$ cat src/rtl/mem_arbiter.sv
// Round-robin arbiter sharing one memory port among N_REQ cache requesters.
// One transaction in flight: IDLE -> ISSUE (until m_ready or timeout) -> DONE.
module mem_arbiter #(
    parameter int unsigned ADDR_WIDTH = 30,
    parameter int unsigned WORD_WIDTH = 32,
    parameter int unsigned N_REQ      = 2,
    parameter int unsigned TIMEOUT    = 255
) (
    input  logic                        clk,
    input  logic                        rst,
    input  logic [N_REQ-1:0]            rq_valid,
    input  logic [N_REQ-1:0]            rq_rw,
    input  logic [N_REQ*ADDR_WIDTH-1:0] rq_addr,
    input  logic [N_REQ*WORD_WIDTH-1:0] rq_wdata,
    output logic [N_REQ-1:0]            rq_done,
    output logic [WORD_WIDTH-1:0]       rq_rdata,
    output logic                        m_valid,
    output logic                        m_rw,
    output logic [ADDR_WIDTH-1:0]       m_addr,
    output logic [WORD_WIDTH-1:0]       m_wdata,
    input  logic                        m_ready,
    input  logic [WORD_WIDTH-1:0]       m_rdata,
    output logic [1:0]                  grant_id,
    output logic                        err
);

    localparam int unsigned GW = 2;
    localparam int unsigned CW = 8;
    localparam logic [GW-1:0] GRANT_RST = GW'(N_REQ - 1);
    localparam logic [CW-1:0] WAIT_LAST = CW'(TIMEOUT - 1);

    typedef enum logic [1:0] {
        S_IDLE  = 2'd0,
        S_ISSUE = 2'd1,
        S_DONE  = 2'd2
    } state_t;

    state_t                r_state;
    state_t                w_next;
    logic                  w_start;
    logic                  w_complete;
    logic                  w_expire;
    logic [GW-1:0]         r_grant;
    logic [GW-1:0]         w_winner;
    logic                  w_found;
    logic [3:0]            w_vld;
    logic [2:0]            w_sum;
    logic                  w_sel_rw;
    logic [ADDR_WIDTH-1:0] w_sel_addr;
    logic [WORD_WIDTH-1:0] w_sel_wdata;
    logic [CW-1:0]         r_wait;
    logic                  r_m_valid;
    logic                  r_m_rw;
    logic [ADDR_WIDTH-1:0] r_m_addr;
    logic [WORD_WIDTH-1:0] r_m_wdata;
    logic [N_REQ-1:0]      r_done;
    logic [WORD_WIDTH-1:0] r_rdata;
    logic                  r_err;

    // Zero-padding to four slots keeps indices >= N_REQ permanently invalid.
    assign w_vld = 4'(rq_valid);

    // Round-robin search starting just after the last grant.
    always_comb begin
        w_found  = 1'b0;
        w_winner = r_grant;
        w_sum    = '0;
        for (int unsigned k = 1; k <= N_REQ; k++) begin
            w_sum = 3'(r_grant) + 3'(k);
            if (w_sum >= 3'(N_REQ)) begin
                w_sum = w_sum - 3'(N_REQ);
            end
            if (!w_found && w_vld[w_sum[1:0]]) begin
                w_found  = 1'b1;
                w_winner = w_sum[1:0];
            end
        end
    end

    // Select the winner's request fields.
    always_comb begin
        w_sel_rw    = 1'b0;
        w_sel_addr  = '0;
        w_sel_wdata = '0;
        for (int unsigned i = 0; i < N_REQ; i++) begin
            if (w_winner == GW'(i)) begin
                w_sel_rw    = rq_rw[i];
                w_sel_addr  = rq_addr[i*ADDR_WIDTH +: ADDR_WIDTH];
                w_sel_wdata = rq_wdata[i*WORD_WIDTH +: WORD_WIDTH];
            end
        end
    end

    always_ff @(posedge clk or negedge rst) begin
        if (!rst) begin
            r_state <= S_IDLE;
        end else begin
            r_state <= w_next;
        end
    end

    // m_ready wins over expiry when both land in the same cycle.
    always_comb begin
        w_next     = r_state;
        w_start    = 1'b0;
        w_complete = 1'b0;
        w_expire   = 1'b0;
        case (r_state)
            S_IDLE: begin
                if (w_found) begin
                    w_next  = S_ISSUE;
                    w_start = 1'b1;
                end
            end
            S_ISSUE: begin
                if (m_ready) begin
                    w_complete = 1'b1;
                    w_next     = S_DONE;
                end else if (r_wait == WAIT_LAST) begin
                    w_expire = 1'b1;
                    w_next   = S_DONE;
                end
            end
            S_DONE:  w_next = S_IDLE;
            default: w_next = S_IDLE;
        endcase
    end

    always_ff @(posedge clk or negedge rst) begin
        if (!rst) begin
            r_grant   <= GRANT_RST;
            r_wait    <= '0;
            r_m_valid <= 1'b0;
            r_m_rw    <= 1'b0;
            r_m_addr  <= '0;
            r_m_wdata <= '0;
            r_done    <= '0;
            r_rdata   <= '0;
            r_err     <= 1'b0;
        end else begin
            r_done <= '0;
            if (w_start) begin
                r_grant   <= w_winner;
                r_wait    <= '0;
                r_m_valid <= 1'b1;
                r_m_rw    <= w_sel_rw;
                r_m_addr  <= w_sel_addr;
                r_m_wdata <= w_sel_wdata;
            end else if (r_state == S_ISSUE && !m_ready) begin
                r_wait <= r_wait + CW'(1);
            end
            if (w_complete || w_expire) begin
                r_m_valid <= 1'b0;
                r_done    <= N_REQ'(1) << r_grant;
                r_rdata   <= w_complete ? m_rdata : '0;
            end
            if (w_expire) begin
                r_err <= 1'b1;
            end
        end
    end

    assign m_valid  = r_m_valid;
    assign m_rw     = r_m_rw;
    assign m_addr   = r_m_addr;
    assign m_wdata  = r_m_wdata;
    assign rq_done  = r_done;
    assign rq_rdata = r_rdata;
    assign grant_id = r_grant;
    assign err      = r_err;

endmodule
$ cat config.mk
export PLATFORM = sky130hd
export DESIGN_NAME = mem_arbiter
export DESIGN_NICKNAME = d
export VERILOG_FILES = /design/src/rtl/mem_arbiter.sv
export SDC_FILE = /design/constraint.sdc
export NUM_CORES = 1
export LEC_CHECK = 0
export CORE_UTILIZATION = 40
export DETAILED_ROUTE_END_ITERATION = 10
export PLACE_DENSITY = 0.86
export SYNTH_ARGS = -nofsm -noshare
export SYNTH_HDL_FRONTEND = slang
export SYNTH_SLANG_ARGS = --single-unit
export TNS_END_PERCENT = 5
$ cat constraint.sdc
create_clock -name clk -period 1.8 [get_ports clk]
set_clock_uncertainty 0.2 [all_clocks]
set_input_delay 0.45 -clock clk [delete_from_list [all_inputs] [get_ports clk]]
set_output_delay 0.45 -clock clk [all_outputs]
set_load 0.005 [all_outputs]
# Word level (Yosys, flattened, before mapping)
# Cells that the tools add are included.
# classes
add_sub_neg	5
n_eq_ne	5
reduce_logical	10
shift	1
muxes	33
order_cmp	4
# op_table
cell	n
32-bit 2-to-1 mux	3
30-bit 2-to-1 mux	2
2-bit 2-to-1 mux	8
8-bit 2-to-1 mux	2
1-bit 2-to-1 mux	15
8-bit by 1-bit adder with 8-bit output (second input constant)	1
8-bit == test (second input constant)	1
3-bit by 2-bit >= comparator with 1-bit output (second input constant)	2
2-bit by 3-bit < comparator with 1-bit output (second input constant)	2
1-bit binary-select mux with 2-bit select	2
2-bit by 1-bit == test with 1-bit output (second input constant)	2
2-bit logical NOT	2
2-bit case mux with 2 select lines	1
2-bit nonzero test	2
2-bit subtractor (second input constant)	2
2-bit by 1-bit adder with 3-bit output (second input constant)	1
2-bit by 2-bit adder with 3-bit output (second input constant)	1
3-bit != test (second input constant)	1
1-bit logical AND	2
1-bit logical NOT	2
2-bit != test (second input constant)	1
2-bit AND reduction	1
1-bit by 2-bit << shifter with 2-bit output (first input constant)	1
1-bit logical OR	1
# word_totals
wordCells	68
in_bits	163
out_inout_bits	101
regBits	111

# Longest topological paths before layout
# Gate-level depths: netlist (run 1).
# logic_depth
depth_word	13
depth_mapped	6
depth_no_buf	5

# Least setup slack after synthesis (run 1)
# No wires, ideal clock.
# synth_path
path_type	input-to-reg
from	input port rq_valid[0]
to	register r_m_addr[29], in the netlist m_addr[29]
t_required_ns	1.475
setup_ns	0.125
path_slack_ns	-0.243
arrival_ns	1.718
cell_stages	4
n_path_buf	1
path_cell_list	clkbuf_1 mux2_2 a221o_1 mux2_2
# synth_via
elab_chain_len	9
elab_cells_between_ends	16
cone_classes	eq/ne (1); mux (12); reduce/logical (3)
# synth_lines
item	line_no	rtl
start: declaration	11	input logic [N_REQ-1:0] rq_valid,
1-bit binary-select mux with 2-bit select	73	if (!w_found && w_vld[w_sum[1:0]]) begin
1-bit 2-to-1 mux (not written as such)	73	
1-bit 2-to-1 mux	73	
1-bit logical NOT	73	
1-bit logical AND	73	
2-bit 2-to-1 mux	73	
2-bit logical NOT	86	if (w_winner == GW'(i)) begin
30-bit 2-to-1 mux (2 in a row)	86	
end signal: assignment	147	r_m_addr <= w_sel_addr;
end: declaration	54	logic [ADDR_WIDTH-1:0] r_m_addr;
# Parallel ways exist; a longest one is shown, timed or not. The select of a mux whose other input is x is not followed.
# A chain may end at the register's enable or synchronous reset.

# Worst setup path after layout (run 1)
# layout_path
from	register r_grant[0], in the netlist grant_id[0]
to	register r_m_addr[5], in the netlist m_addr[5]
# layout_via
elab_chain_len	12
elab_cells_between_ends	24
cone_classes	add/sub (4); order compare (2); eq/ne (1); mux (14); reduce/logical (3)
# layout_lines
item	line_no	rtl
start: declaration	43	logic [GW-1:0] r_grant;
start signal: assignment	143	r_grant <= w_winner;
2-bit by 1-bit adder with 3-bit output	69	w_sum = 3'(r_grant) + 3'(k);
3-bit by 2-bit >= comparator with 1-bit output or 2-bit subtractor (tied branches)	70, 71	
2-bit 2-to-1 mux	70	if (w_sum >= 3'(N_REQ)) begin
1-bit binary-select mux with 2-bit select	73	
1-bit 2-to-1 mux (not written as such)	73	
1-bit 2-to-1 mux	73	
1-bit logical NOT	73	
1-bit logical AND	73	
2-bit 2-to-1 mux	73	
2-bit logical NOT	86	
30-bit 2-to-1 mux (2 in a row)	86	
# Parallel ways exist; a longest one is shown, timed or not. The select of a mux whose other input is x is not followed.

==> impl_metrics.ini, run 1 <==
[outcome]
status = finished with violations
violations = setup timing

[critical_path]
crit_path_start_kind = flop
cp_max_fo = 15
rr_endpoint = m_addr[5]
crit_type = reg -> reg
ff2ff_path_depth = 5
arrival_ns = 1.99
cp_cell_sequence = buf_12 > clkbuf_16 > and3b_1 > a221o_1 > mux2_4
crit_family = flip-flops
slowest_delay_ns = 0.57
crit_buf_inv = 2
reg2reg_from = grant_id[0]
rrSetupSlack_ns = -0.15
cp-end-kind = flop
crit_path_top_delay_cell = dfstp_2
cp_data_required_time_ns = 1.84

[final_layout]
layout.cells.most_common_list = clkdlybuf4s50_1, dfrtp_1, dlygate4sd2_1
stdcell_count = 1120
final_common_cell = clkdlybuf4s50_1
diodes = 0
final_nets = 1060
design_area_um2 = 10400
layout-drive-gt1-share = 0.160
area_growth_pct = 52.4

[drt]
via_per_inst = 5.44
drtAntennaViolNets = 0
finalWirelength_um = 20800
first_iter_violations = 327
wl_per_cell_um = 18.6
drtPass1Iterations = 4
drc_errors = 0
vias = 6098

[worst_hold_path]
holdPathStages = 1
hp-start = err
worst_hold_path_type = reg -> reg
min_to = err

[timing]
max_freq_mhz = 513
final_max_slew_viol_count = 0
hold_viol_final = 0
slew_headroom = 0.694
finalCritPeriodShare = 1.08
rsz0062_at_grt = true
finalSetupViolCount = 66
layout_min_cycle_time_ns = 1.95
holdWs_ns = 0.263
worst_slack_ns = -0.148
tightest_slew_ns = 0.459

[grt]
grt_pass1_wl_um = 32900
grt_pass1_vias = 6177
antenna_found_initial = 0
grt_max_degree = 78
track_usage = 0.235
grt_overflow = 0

[synth]
netlist_instances = 638
synth-seq-area-share = 0.407
yosys.cell_types.count = 40
ys_ff_latch = 111
syn_avg_cell_area_um2 = 10.7
yosysWarnings = 0
synth_area_um2 = 6830
syn-num-nets = 803

[placed_design]
dpl_cell_area_um2 = 9920
portBuffers = 263
placed_cells = 1097
hpwlAfterDp_um = 14200
gp_congestion = 0.822

[die]
die_height_um = 133
start_util = 0.410
rows = 47
core_um2 = 16600
die_x_um = 133
pin_count = 264
die_area_um2 = 17600

[clocking]
cts_tree = yes
clock_sinks = 111
cts_buffers = 9
h-tree-depth = 3
cts.clk_slew.worst_paths_ns = 0.08
cts_max_path_buffers = 2
clk_latency_ns = 0.35
clockRootBuffer = clkbuf_16

[power]
power_density_nw_per_um2 = 1340
leakage_nw = 4.79
ir_drop_uv = 661

[run]
drv_cap = 0
state kept, by name, summed over array words and instances (netlist names):
name      flops
r_state       2
m_wdata      32
err           1
rq_done       2
rq_rdata     32
r_wait        8
grant_id      2
m_addr       30
m_rw          1
m_valid       1
layer usage:
layer / part of all wire / track usage / routed length, um
met1: 0.43 / 0.291 / 8840
met2: 0.49 / 0.401 / 10200
met3: 0.051 / 0.0548 / 1060
met4: 0.031 / 0.0792 / 650
met5: 0 / 0 / 0
Yosys cell counts, drive strengths merged:
| cell | count | share of area |
|---|---|---|
| and2 | 2 | 0.0018 |
| dfrtp | 110 | 0.40 |
| or3b | 1 | 0.0013 |
| nand2 | 67 | 0.037 |
| nand3 | 2 | 0.0015 |
| nand4 | 2 | 0.0018 |
| o31ai | 2 | 0.0029 |
| or3 | 5 | 0.0046 |
| inv | 2 | 0.0011 |
| nor2b | 63 | 0.058 |
| mux2 | 126 | 0.21 |
| o21ai | 38 | 0.028 |
| or4 | 1 | 0.0011 |
| a21oi | 8 | 0.0059 |
| buf | 22 | 0.021 |
| nand4b | 2 | 0.0026 |
| nand2b | 2 | 0.0018 |
| a21boi | 1 | 0.0011 |
| nor3b | 1 | 0.0011 |
| nor2 | 3 | 0.0016 |
| o21bai | 1 | 0.0011 |
| ha | 2 | 0.0037 |
| a211oi | 1 | 0.0011 |
| and3b | 64 | 0.082 |
| a221o | 63 | 0.092 |
| nand3b | 1 | 0.0011 |
| o21ba | 1 | 0.0015 |
| and2b | 2 | 0.0022 |
| clkbuf | 38 | 0.021 |
| nor3 | 1 | 0.0024 |
| or2 | 1 | 0.00092 |
| a31oi | 1 | 0.00092 |
| dfstp | 1 | 0.0038 |
| nand4bb | 1 | 0.0016 |
metrics by stage:
stage	utilization	setup TNS, ns	setup WS [ns]	total power, mW
final	0.625	-6.03	-0.148	13.9
after global routing	0.625	-9.23	-0.186	14.8
after CTS	0.611	-7.30	-0.160	13.4
after detailed placement	0.596	-38.58	-0.463	11.9
after global placement	0.596	-36.72	-0.415	11.7
after floorplan	-	-5.06	-0.104	7.87
layout make-up:
cell class / instances / area, um2
flip-flops and latches: 111 / 2780
well taps: 220 / 275
clock inverters: 4 / 52.6
fillers: 1358 / 6240
clock buffers: 12 / 246
repair buffers: 306 / 3120
inverters: 2 / 7.51
multi-input cells: 465 / 3930
report_power, final:
part	switching (mW)	total (mW)	internal [mW]	leakage [nW]
Clock	0.922	2.05	1.13	0.148
Sequential	0.607	4.26	3.66	1.37
Combinational	3.16	7.60	4.44	3.27
Total	4.68	13.9	9.23	4.79
how the worst max path moves through the flow:
stage | start | end | slack [ns] | cells after the start
final | grant_id[0] | m_addr[5] | -0.15 | 5
after floorplan | rq_valid[0] | m_addr[10] | -0.10 | 5
after CTS | grant_id[0] | m_wdata[19] | -0.16 | 5
after global routing | grant_id[0] | m_addr[5] | -0.19 | 5
after global placement | m_ready | rq_rdata[14] | -0.41 | 5
after detailed placement | m_ready | rq_rdata[0] | -0.46 | 5
what timing repair did:
| action | 4_1_cts | 5_1_grt |
|---|---|---|
| pin swaps | 2 | 3 |
| resized for setup | 114 | 37 |
| setup buffers | 2 | 1 |
| setup endpoints to repair | 206 | 103 |
| hold endpoints to repair | 110 | 0 |
| hold buffers | 1 | 0 |
| gates cloned | 0 | 3 |
cell families after synthesis:
| kind of cell | Yosys count | share of synthesized area |
|---|---|---|
| fa+ha+maj | 2 | 0.00366 |
| buf+inv | 62 | 0.0427 |
| flops | 111 | 0.407 |
| mux | 126 | 0.208 |
| compound gates | 116 | 0.135 |
| simple gates | 221 | 0.204 |
Note: power is estimated with default switching activity, not from simulation.
==> run 2: changes to the inputs <==
CAP_MARGIN = 20   (was unset)
==> results of run 2 <==
No change in the layout: final DEF, timing and power equal those of run 1.
